--- src/rtl/serial_adder_pkg.sv ---
// Shared constants for the bit-serial adder: FSM state encoding and default width.
package serial_adder_pkg;

  localparam int DEFAULT_WIDTH = 8;

  typedef enum logic [1:0] {
    IDLE = 2'd0,
    RUN  = 2'd1,
    DONE = 2'd2
  } state_t;

endpackage

--- src/rtl/full_adder.sv ---
// Single-bit full adder cell; the combinational bit slice of the serial adder.
module full_adder (
  input  logic a,
  input  logic b,
  input  logic ci,
  output logic s,
  output logic co
);

  assign s  = a ^ b ^ ci;
  assign co = (a & b) | (a & ci) | (b & ci);

endmodule

--- src/rtl/serial_adder.sv ---
// Bit-serial LSB-first adder: one operand bit pair per clock through a single full adder.
// Optional signed-overflow output is enabled by defining SERIAL_ADDER_OVF_EN.
module serial_adder
  import serial_adder_pkg::*;
#(
  parameter int WIDTH = DEFAULT_WIDTH
) (
  input  logic             clk,
  input  logic             rst_n,
  input  logic             start,
  input  logic [WIDTH-1:0] a,
  input  logic [WIDTH-1:0] b,
  input  logic             cin,
  output logic             busy,
  output logic             done,
  output logic [WIDTH-1:0] sum,
  output logic             cout
`ifdef SERIAL_ADDER_OVF_EN
  ,
  output logic             ovf
`endif
);

  localparam int CW = $clog2(WIDTH + 1);

  // Handshake: start is sampled only in IDLE; busy is high from the accepting edge until
  // DONE is left; done pulses for one cycle when sum/cout are final and they hold until
  // the next accepted start.

  state_t           state;
  logic [WIDTH-1:0] a_sr;
  logic [WIDTH-1:0] b_sr;
  logic [WIDTH-1:0] sum_sr;
  logic             carry;
  logic [CW-1:0]    count;
  logic             fa_s;
  logic             fa_co;
  logic             last_bit;

  full_adder u_fa (
    .a  (a_sr[0]),
    .b  (b_sr[0]),
    .ci (carry),
    .s  (fa_s),
    .co (fa_co)
  );

  assign last_bit = (count == CW'(WIDTH - 1));
  assign sum      = sum_sr;

  always_ff @(posedge clk or negedge rst_n) begin
    if (!rst_n) begin
      state  <= IDLE;
      busy   <= 1'b0;
      done   <= 1'b0;
      cout   <= 1'b0;
      carry  <= 1'b0;
      count  <= '0;
      a_sr   <= '0;
      b_sr   <= '0;
      sum_sr <= '0;
`ifdef SERIAL_ADDER_OVF_EN
      ovf    <= 1'b0;
`endif
    end else begin
      case (state)
        IDLE: begin
          done <= 1'b0;
          if (start) begin
            a_sr   <= a;
            b_sr   <= b;
            carry  <= cin;
            count  <= '0;
            sum_sr <= '0;
            busy   <= 1'b1;
            state  <= RUN;
          end
        end
        RUN: begin
          // Sum bits enter at the MSB so after WIDTH shifts bit 0 lands at the LSB.
          sum_sr <= {fa_s, sum_sr[WIDTH-1:1]};
          a_sr   <= a_sr >> 1;
          b_sr   <= b_sr >> 1;
          carry  <= fa_co;
          count  <= count + 1'b1;
          if (last_bit) begin
            cout  <= fa_co;
            done  <= 1'b1;
            state <= DONE;
`ifdef SERIAL_ADDER_OVF_EN
            // carry still holds the carry into the MSB slice here.
            ovf   <= carry ^ fa_co;
`endif
          end
        end
        DONE: begin
          done  <= 1'b0;
          busy  <= 1'b0;
          state <= IDLE;
        end
        default: begin
          done  <= 1'b0;
          busy  <= 1'b0;
          state <= IDLE;
        end
      endcase
    end
  end

endmodule
--- config.mk ---
export PLATFORM = sky130hd
export DESIGN_NAME = serial_adder
export DESIGN_NICKNAME = d
export VERILOG_FILES = /design/src/rtl/serial_adder_pkg.sv /design/src/rtl/full_adder.sv /design/src/rtl/serial_adder.sv
export SDC_FILE = /design/constraint.sdc
export NUM_CORES = 1
export LEC_CHECK = 0
export BUFFER_PORTS_ARGS = -buffer_cell sky130_fd_sc_hd__buf_2
export CORE_MARGIN = 2
export CORE_UTILIZATION = 57
export CTS_BUF_LIST = sky130_fd_sc_hd__clkbuf_16
export CTS_CLUSTER_SIZE = 16
export DETAILED_ROUTE_END_ITERATION = 10
export PLACE_DENSITY = 0.79
export SKIP_CTS_REPAIR_TIMING = 1
export SLEW_MARGIN = 20
export SYNTH_ARGS = -nofsm -noshare
export SYNTH_HDL_FRONTEND = slang
export SYNTH_SLANG_ARGS = --single-unit
--- constraint.sdc ---
create_clock -name clk -period 3.85 [get_ports clk]
set_clock_uncertainty 0.2 [all_clocks]
set_input_delay 1.155 -clock clk [delete_from_list [all_inputs] [get_ports clk]]
set_output_delay 1.155 -clock clk [all_outputs]
set_load 0.1 [all_outputs]
# Word-level counts from Yosys, hierarchy flattened
# Cells that the tools add are included.
# W data, S select, Z words.
totals:
  register_bits: 34
  in_bits: 20
  output_inout_bits: 11
op_classes:
  add_sub_neg: 1
  eq_ne: 4
  muxes: 17
  bitwise: 8
  n_reduce_logical: 6
ops:
  columns: ["cell", "count"]
  rows:
  - ["$pmux W8 S2", 3]
  - ["$mux W8", 3]
  - ["$pmux W4 S2", 1]
  - ["$reduce_and A2 Y1", 4]
  - ["$add A4 B1 Y4 const B", 1]
  - ["$eq A4 B3 Y1 const B", 1]
  - ["$mux W1", 4]
  - ["$mux W2", 2]
  - ["$mux W4", 1]
  - ["$ne A2 B2 Y1 const B", 2]
  - ["$pmux W1 S2", 2]
  - ["$pmux W2 S2", 1]
  - ["$and A1 B1 Y1", 3]
  - ["$eq A2 B1 Y1 const B", 1]
  - ["$logic_not A2 Y1", 1]
  - ["$or A1 B1 Y1", 2]
  - ["$reduce_bool A2 Y1", 1]
  - ["$xor A1 B1 Y1", 2]
  - ["$not A1 Y1", 1]

# Logic depth before layout (Yosys ltp)
# Gate-level depths: netlist (run 1).
logic_depth:
  ltp_word: 4
  mapped_depth: 4
  ltp_nobuf: 4

# Cells and area by module
# From an unflattened synthesis (run 1), not the netlist that was laid out.
hier_totals:
  hier_cells: 141
  hier_area_um2: 1552.7
by_module_without_submodules:
  columns: ["module", "instances", "cells_per_inst", "area_per_inst_um2", "seq_area_each_um2"]
  rows:
  - ["serial_adder", 1, 140, 1532.7, 850.8]
  - ["full_adder", 1, 1, 20.0, 0.0]

# Worst setup path before layout (run 1)
# Ideal clock, no wire load.
synth_path:
  path_kind: "flip-flop to output port"
  startpoint: "register sum_sr[1], in the netlist sum[1]"
  endpoint: "output port sum[1]"
  arrival_time_ns: 0.913
  required_ns: 2.495
  setup_slack_ns: 1.582
  path_stages_with_launch: 1
  cell_sequence: "dfrtp_1"
synth_rtl:
  columns: ["element", "line", "source"]
  rows:
  - ["from (decl)", "serial_adder.sv:33", "logic [WIDTH-1:0] sum_sr;"]
  - ["from (signal assigned)", "serial_adder.sv:81", "sum_sr <= {fa_s, sum_sr[WIDTH-1:1]};"]
  - ["to (decl)", "serial_adder.sv:16", "output logic [WIDTH-1:0] sum,"]
# No word-level cell between the ends.

# Worst setup path after layout (run 1)
layout_path:
  startpoint: "register sum_sr[2], in the netlist sum[2]"
  endpoint: "output port sum[2]"
# No word-level cell between the ends.

==> results of run 1 <==
==> power by group <==
group	total, W	leakage (nW)	internal, W	switching [W]
Sequential	0.000651	0.442	0.000504	0.000147
Combinational	0.000857	0.340	0.000244	0.000614
Clock	0.000371	0.0724	0.000233	0.000138
Total	0.00188	0.855	0.000981	0.000899
==> logic make-up (layout without fill, tap and decap cells) <==
kind of cell | Yosys count | in the layout | synth area share [%]
buffers and inverters | 13 | 43 | 4.29
DFF | 34 | 34 | 55.1
AOI/OAI and AO/OA | 60 | 60 | 25.3
and+or+nand+nor | 34 | 34 | 11.9
muxes | 2 | 2 | 1.38
adders and majority gates | 2 | 2 | 2.11
==> layer usage <==
layer / track usage, % / vias to the layer above / wire length, µm
li1: - / 580 / -
met1: 29.5 / 594 / 1400
met2: 32.9 / 36 / 1560
met3: 8.14 / 9 / 205
met4: 10.2 / 0 / 59
met5: 0 / - / 0
==> stage by stage <==
stage / utilization [%] / setup WS [ns] / instances
global route: 72.4 / 1.35 / 205
detailed placement: 67.0 / 1.48 / 197
global placement: 67.0 / 1.51 / 197
CTS: 72.4 / 1.39 / 205
finish: 72.4 / 1.39 / 205
floorplan: - / 1.58 / 145
==> placed cells by master (no fill, tap or decap), types with 3 or more instances in the layout <==
cell type  count
dfrtp_1       34
buf_2         30
o21ai_1       19
nor2b_1       14
a22oi_1       14
a21oi_1       13
a22o_1         9
nand2_1        7
inv_1          5
nor2_1         5
clkbuf_16      5
a2bb2oi_1      4
nand3_1        3
==> final timing paths <==
check	from	end	slack [ns]
worst max-delay path	sum[2]$_DFFE_PN0P_	sum[2]	1.39
worst min-delay path	b_sr[3]$_DFFE_PN0P_	b_sr[3]$_DFFE_PN0P_	0.29
worst max register to register	state[0]$_DFFE_PN0P_	a_sr[0]$_DFFE_PN0P_	1.51
worst min register to register	b_sr[3]$_DFFE_PN0P_	b_sr[3]$_DFFE_PN0P_	0.29
max in group asynchronous	rst_n	b_sr[6]$_DFFE_PN0P_	2.24
min in group asynchronous	rst_n	sum[0]$_DFFE_PN0P_	0.74
==> worst min-delay path: stages (launching register included) <==
cell and delay [ns]:
dfrtp_1 0.34, nand2_1 0.05, o21ai_1 0.06
==> area by class of cell <==
type | count | area, µm²
multi-input combinational | 98 | 628
sequential | 34 | 851
inverter | 4 | 15.0
clock inverter | 3 | 12.5
fill | 179 | 696
tap | 30 | 37.5
clock buffer | 5 | 125
timing repair buffer | 31 | 158
==> sequential cells by signal, summed over array words and instances (netlist names) <==
register	flops
a_sr	8
sum	8
state	2
busy	1
done	1
b_sr	8
carry	1
count	4
cout	1
==> synth_stat cells (all sizes together) <==
master / n
a22o: 9
fa: 1
nand3: 3
o21ai: 19
dfrtp: 34
and2b: 1
a21oi: 13
a2bb2oi: 4
inv: 4
o21bai: 1
mux2: 1
and2: 1
or3: 1
mux2i: 1
nor2: 5
nand2b: 1
ha: 1
nand2: 7
nor2b: 14
buf: 7
clkbuf: 2
a22oi: 14
and3b: 1
==> qor.csv, run 1 <==
metric,value,unit
Hold Path Cell Cnt,2,
vias in the first global route,1185,
Worst path depth,1,
Nets,196,
Initial Util,61.3,%
Yosys cell types,25,
HP Class,register to register,
die height,56.1,µm
Post-Syn Instances,145,
final hold violations,0,
Die W,56.1,µm
RePlAce Congestion,0.819,
largest net degree at the start of global routing,35,
Worst Path Required,2.49,ns
clk slew on worst S/H paths,0.05,ns
CP max-delay cell,buf_2,
crit path kind,register to primary output,
slew margin rel.,48.9,%
dpl cell area,1690,µm²
Netlist Area Pre-Place,1550,µm²
Avg Synthesized Cell Area,10.7,µm²
DR vias,1219,
Reg2Reg Depth,4,
Worst-Skew Late Latency,0.28,ns
Peak VDD IR,0.928,mV
Syn. warnings,0,
Max Cap Viol,0,
final period utilization,63.8,%
crit path buf inv count,1,
design area,1830,µm²
DRC violations left,0,
total power,0.00188,W
Initial DRT Pass Iterations,4,
max-slew violations,0,
total gr overflow,0,
setup violators final,0,
area share of the largest cell type after synthesis,55.1,%
CTS Buf Count,5,
Clock Tree Root,clkbuf_16,
WHS,0.286,ns
Core ar.,2520,µm²
I/O Buffers,30,
sequential cell area fraction in the yosys report,55.1,%
DR WL/cell,15.7,µm
DR iter-0 viols,50,
hpwl dp,2150,µm
"wirelength, routed",3220,µm
post-route ant nets,0,
Sink Count,34,
Critical Path Fanout Max,3,
Worst Path Arrival,1.10,ns
Startpoint Class,register,
Max Root-Sink Buffers,2,
post-synth net total,167,
"area leader, netlist",dfrtp_1,
CP peak stage delay,0.44,ns
maximum clock frequency,0.407,GHz
first-pass GRT wire length,5310,µm
Boundary Pins,31,
FP Rows,18,
status,completed,
TritonCTS clock tree,built,
"delay-heaviest family, CP",buffers and inverters,
cells along the critical path,buf_2,
PwrDens,1030,nW/µm²
RSZ-0062 raised after global routing,no,
die area,3140,µm²
Synth Register Bits,34,
Tot GR Track Use,22.4,%
H-tree depth,2,
Area Overhead vs Synth,18.2,%
fin crit period,2.46,ns
leakage power,0.855,nW
crit end category,primary output,
n_diodes,0,
initial antenna violation count,0,
slew of the pin with the lowest slew margin,0.765,ns
Setup TNS,0,ns
ranking of synthesized cells by area,"dfrtp_1 55%, a22oi_1 6.8%, o21ai_1 6.2%, nor2b_1 5.7%, a22o_1 5.1%",
Via density,5.95,
layout cells sized above 1,22.9,%
Power figures use the tool's default switching activity.
==> run 2, diff against run 1 <==
CORE_UTILIZATION = 53   (was 57)
PLACE_DENSITY = 0.74   (was 0.79)
clock period = 2.4 ns   (was 3.85 ns; I/O delays follow)
==> run 2 against run 1 <==
Effect of this change:
- sequential cell count unchanged
- wire length is 1.3% higher
- sequential power rose by 49%
- clock power rose by 90%
- setup slack got worse by 1.0 ns
- register-to-register slack got worse by 0.78 ns
- via count is 0.41% higher
- highest routed layer unchanged
==> qor.csv, run 2 (synthesis results as in run 1) <==
metric,value,unit,change
"delay-heaviest family, CP",buffers and inverters,,
Filler cells,218,,+22%
post-route ant nets,0,,unchanged
Boundary Pins,31,,unchanged
I/O Buffers,30,,unchanged
Critical Path Fanout Max,3,,unchanged
cells along the critical path,buf_2,,
H-tree depth,2,,unchanged
status,completed,,
maximum clock frequency,0.495,GHz,
RePlAce Congestion,0.742,,-9.4%
FP Rows,19,,+1
CP peak stage delay,0.44,ns,about the same
dpl ws,0.431,ns,-1.05 ns
largest net degree at the start of global routing,35,,unchanged
CP max-delay cell,buf_2,,
DR vias,1224,,+0.41%
RSZ-0062 raised after global routing,no,,
crit path kind,register to primary output,,
DRC violations left,0,,unchanged
Max Root-Sink Buffers,2,,unchanged
Register Area,851,µm²,unchanged
layout cells sized above 1,23.7,%,+0.87 points
crit end category,primary output,,
fin crit period,2.02,ns,
die height,58.0,µm,+3.4%
CTS Buf Count,5,,unchanged
die area,3360,µm²,+7.0%
final period utilization,84.1,%,
PwrDens,1680,nW/µm²,+63%
TritonCTS clock tree,built,,
"commonest non-fill, non-tap cell in the layout",dfrtp_1,,
Via density,5.88,,-1.0%
n_diodes,0,,unchanged
Startpoint Class,register,,
Sink Count,34,,unchanged
R2R setup slack,0.73,ns,-0.78 ns
Worst Path Required,1.48,ns,-1.01 ns
Worst Setup SP,sum[2]$_DFFE_PN0P_,,
setup violators final,0,,unchanged
most frequent cells in the layout,"34 x dfrtp_1, 30 x buf_2, 19 x o21ai_1",,
Reg-to-Reg Start,state[1]$_DFFE_PN0P_,,
clk slew on worst S/H paths,0.05,ns,about the same
Initial Util,56.0,%,-5.2 points
leakage power,0.879,nW,+2.8%
area of the multi-input gates,628,µm²,unchanged
final hold violations,0,,unchanged
DR iter-0 viols,45,,-10%
initial antenna violation count,0,,unchanged
Worst-Skew Late Latency,0.28,ns,about the same
HP Class,register to register,,
Tot GR Track Use,22.7,%,+0.36 points
crit path buf inv count,1,,unchanged
final worst slack,0.382,ns,-1.01 ns
Setup TNS,0,ns,unchanged
critical hold path startpoint,b_sr[3]$_DFFE_PN0P_,,
DR WL/cell,15.7,µm,-0.16%
first-pass GRT wire length,5570,µm,+4.8%
Peak VDD IR,1.59,mV,+72%
Die W,58.0,µm,+3.4%
Nets,198,,+1.0%
"wirelength, routed",3270,µm,+1.3%
Clock Tree Root,clkbuf_16,,
max-slew violations,0,,unchanged
Max Cap Viol,0,,unchanged
Initial DRT Pass Iterations,4,,unchanged
Worst Path Arrival,1.10,ns,about the same
slew margin rel.,51.6,%,+2.8 points
Core ar.,2760,µm²,+9.3%
"Core Util, Final",67.7,%,-4.7 points
Area Overhead vs Synth,20.9,%,
vias in the first global route,1179,,-0.51%
total gr overflow,0,,unchanged
slew of the pin with the lowest slew margin,0.725,ns,-0.0401 ns
hpwl dp,2130,µm,-0.98%
run 2: changes by cell type in the layout (fill, tap and decap cells not counted), sizes merged:
cell / previous run / this run
buf: 31 / 33
bufinv: 0 / 1
clkinv: 2 / 0
inv: 5 / 6
run 2: layout make-up:
| class | instances | area share, % |
|---|---|---|
| inverters | 4 | 0.804 |
| clock buffers | 5 | 6.70 |
| repair buffers | 33 | 9.24 |
| clock inverters | 3 | 2.01 |
| flip-flops and latches | 34 | 45.5 |
| multi-input cells | 98 | 33.6 |
| well taps | 31 | 2.08 |
run 2: path summary, 6_finish.rpt:
path / endpoint / depth (start not counted)
setup / recovery: sum[2] / 1
hold / removal: b_sr[3]$_DFFE_PN0P_ / 2
setup reg to reg: a_sr[0]$_DFFE_PN0P_ / 4
hold reg to reg: b_sr[3]$_DFFE_PN0P_ / 2
max in group asynchronous: b_sr[5]$_DFFE_PN0P_ / 1
min in group asynchronous: sum[1]$_DFFE_PN0P_ / 1
run 2: per-stage QoR:
stage | cell area (µm²) | cells | total power, W | hold slack [ns]
after floorplan | 1550 | 145 | 0.00216 | 0.224
after global placement | 1710 | 200 | 0.00239 | 0.278
after detailed placement | 1710 | 200 | 0.00245 | 0.281
after CTS | 1870 | 208 | 0.00317 | 0.292
after global routing | 1870 | 208 | 0.00333 | 0.317
final | 1870 | 208 | 0.00314 | 0.291
run 2: power by group:
part | total, W | internal, W | leakage [nW] | switching (W)
Sequential | 0.000967 | 0.000810 | 0.442 | 0.000157
Combinational | 0.00147 | 0.000406 | 0.350 | 0.00106
Clock | 0.000706 | 0.000481 | 0.0864 | 0.000225
run 2: routing by layer:
layer | GRT usage, % | wire, µm | vias to the layer above
met3 | 8.04 | 274 | 8
met2 | 32.5 | 1450 | 44
met5 | 0 | 0 | -
li1 | - | - | 584
met4 | 9.30 | 64 | 0
met1 | 31.8 | 1480 | 588
run 2: worst min-delay path, stage by stage, from the launching register on:
cell and delay, ns:
dfrtp_1 0.34, nand2_1 0.05, o21ai_1 0.06
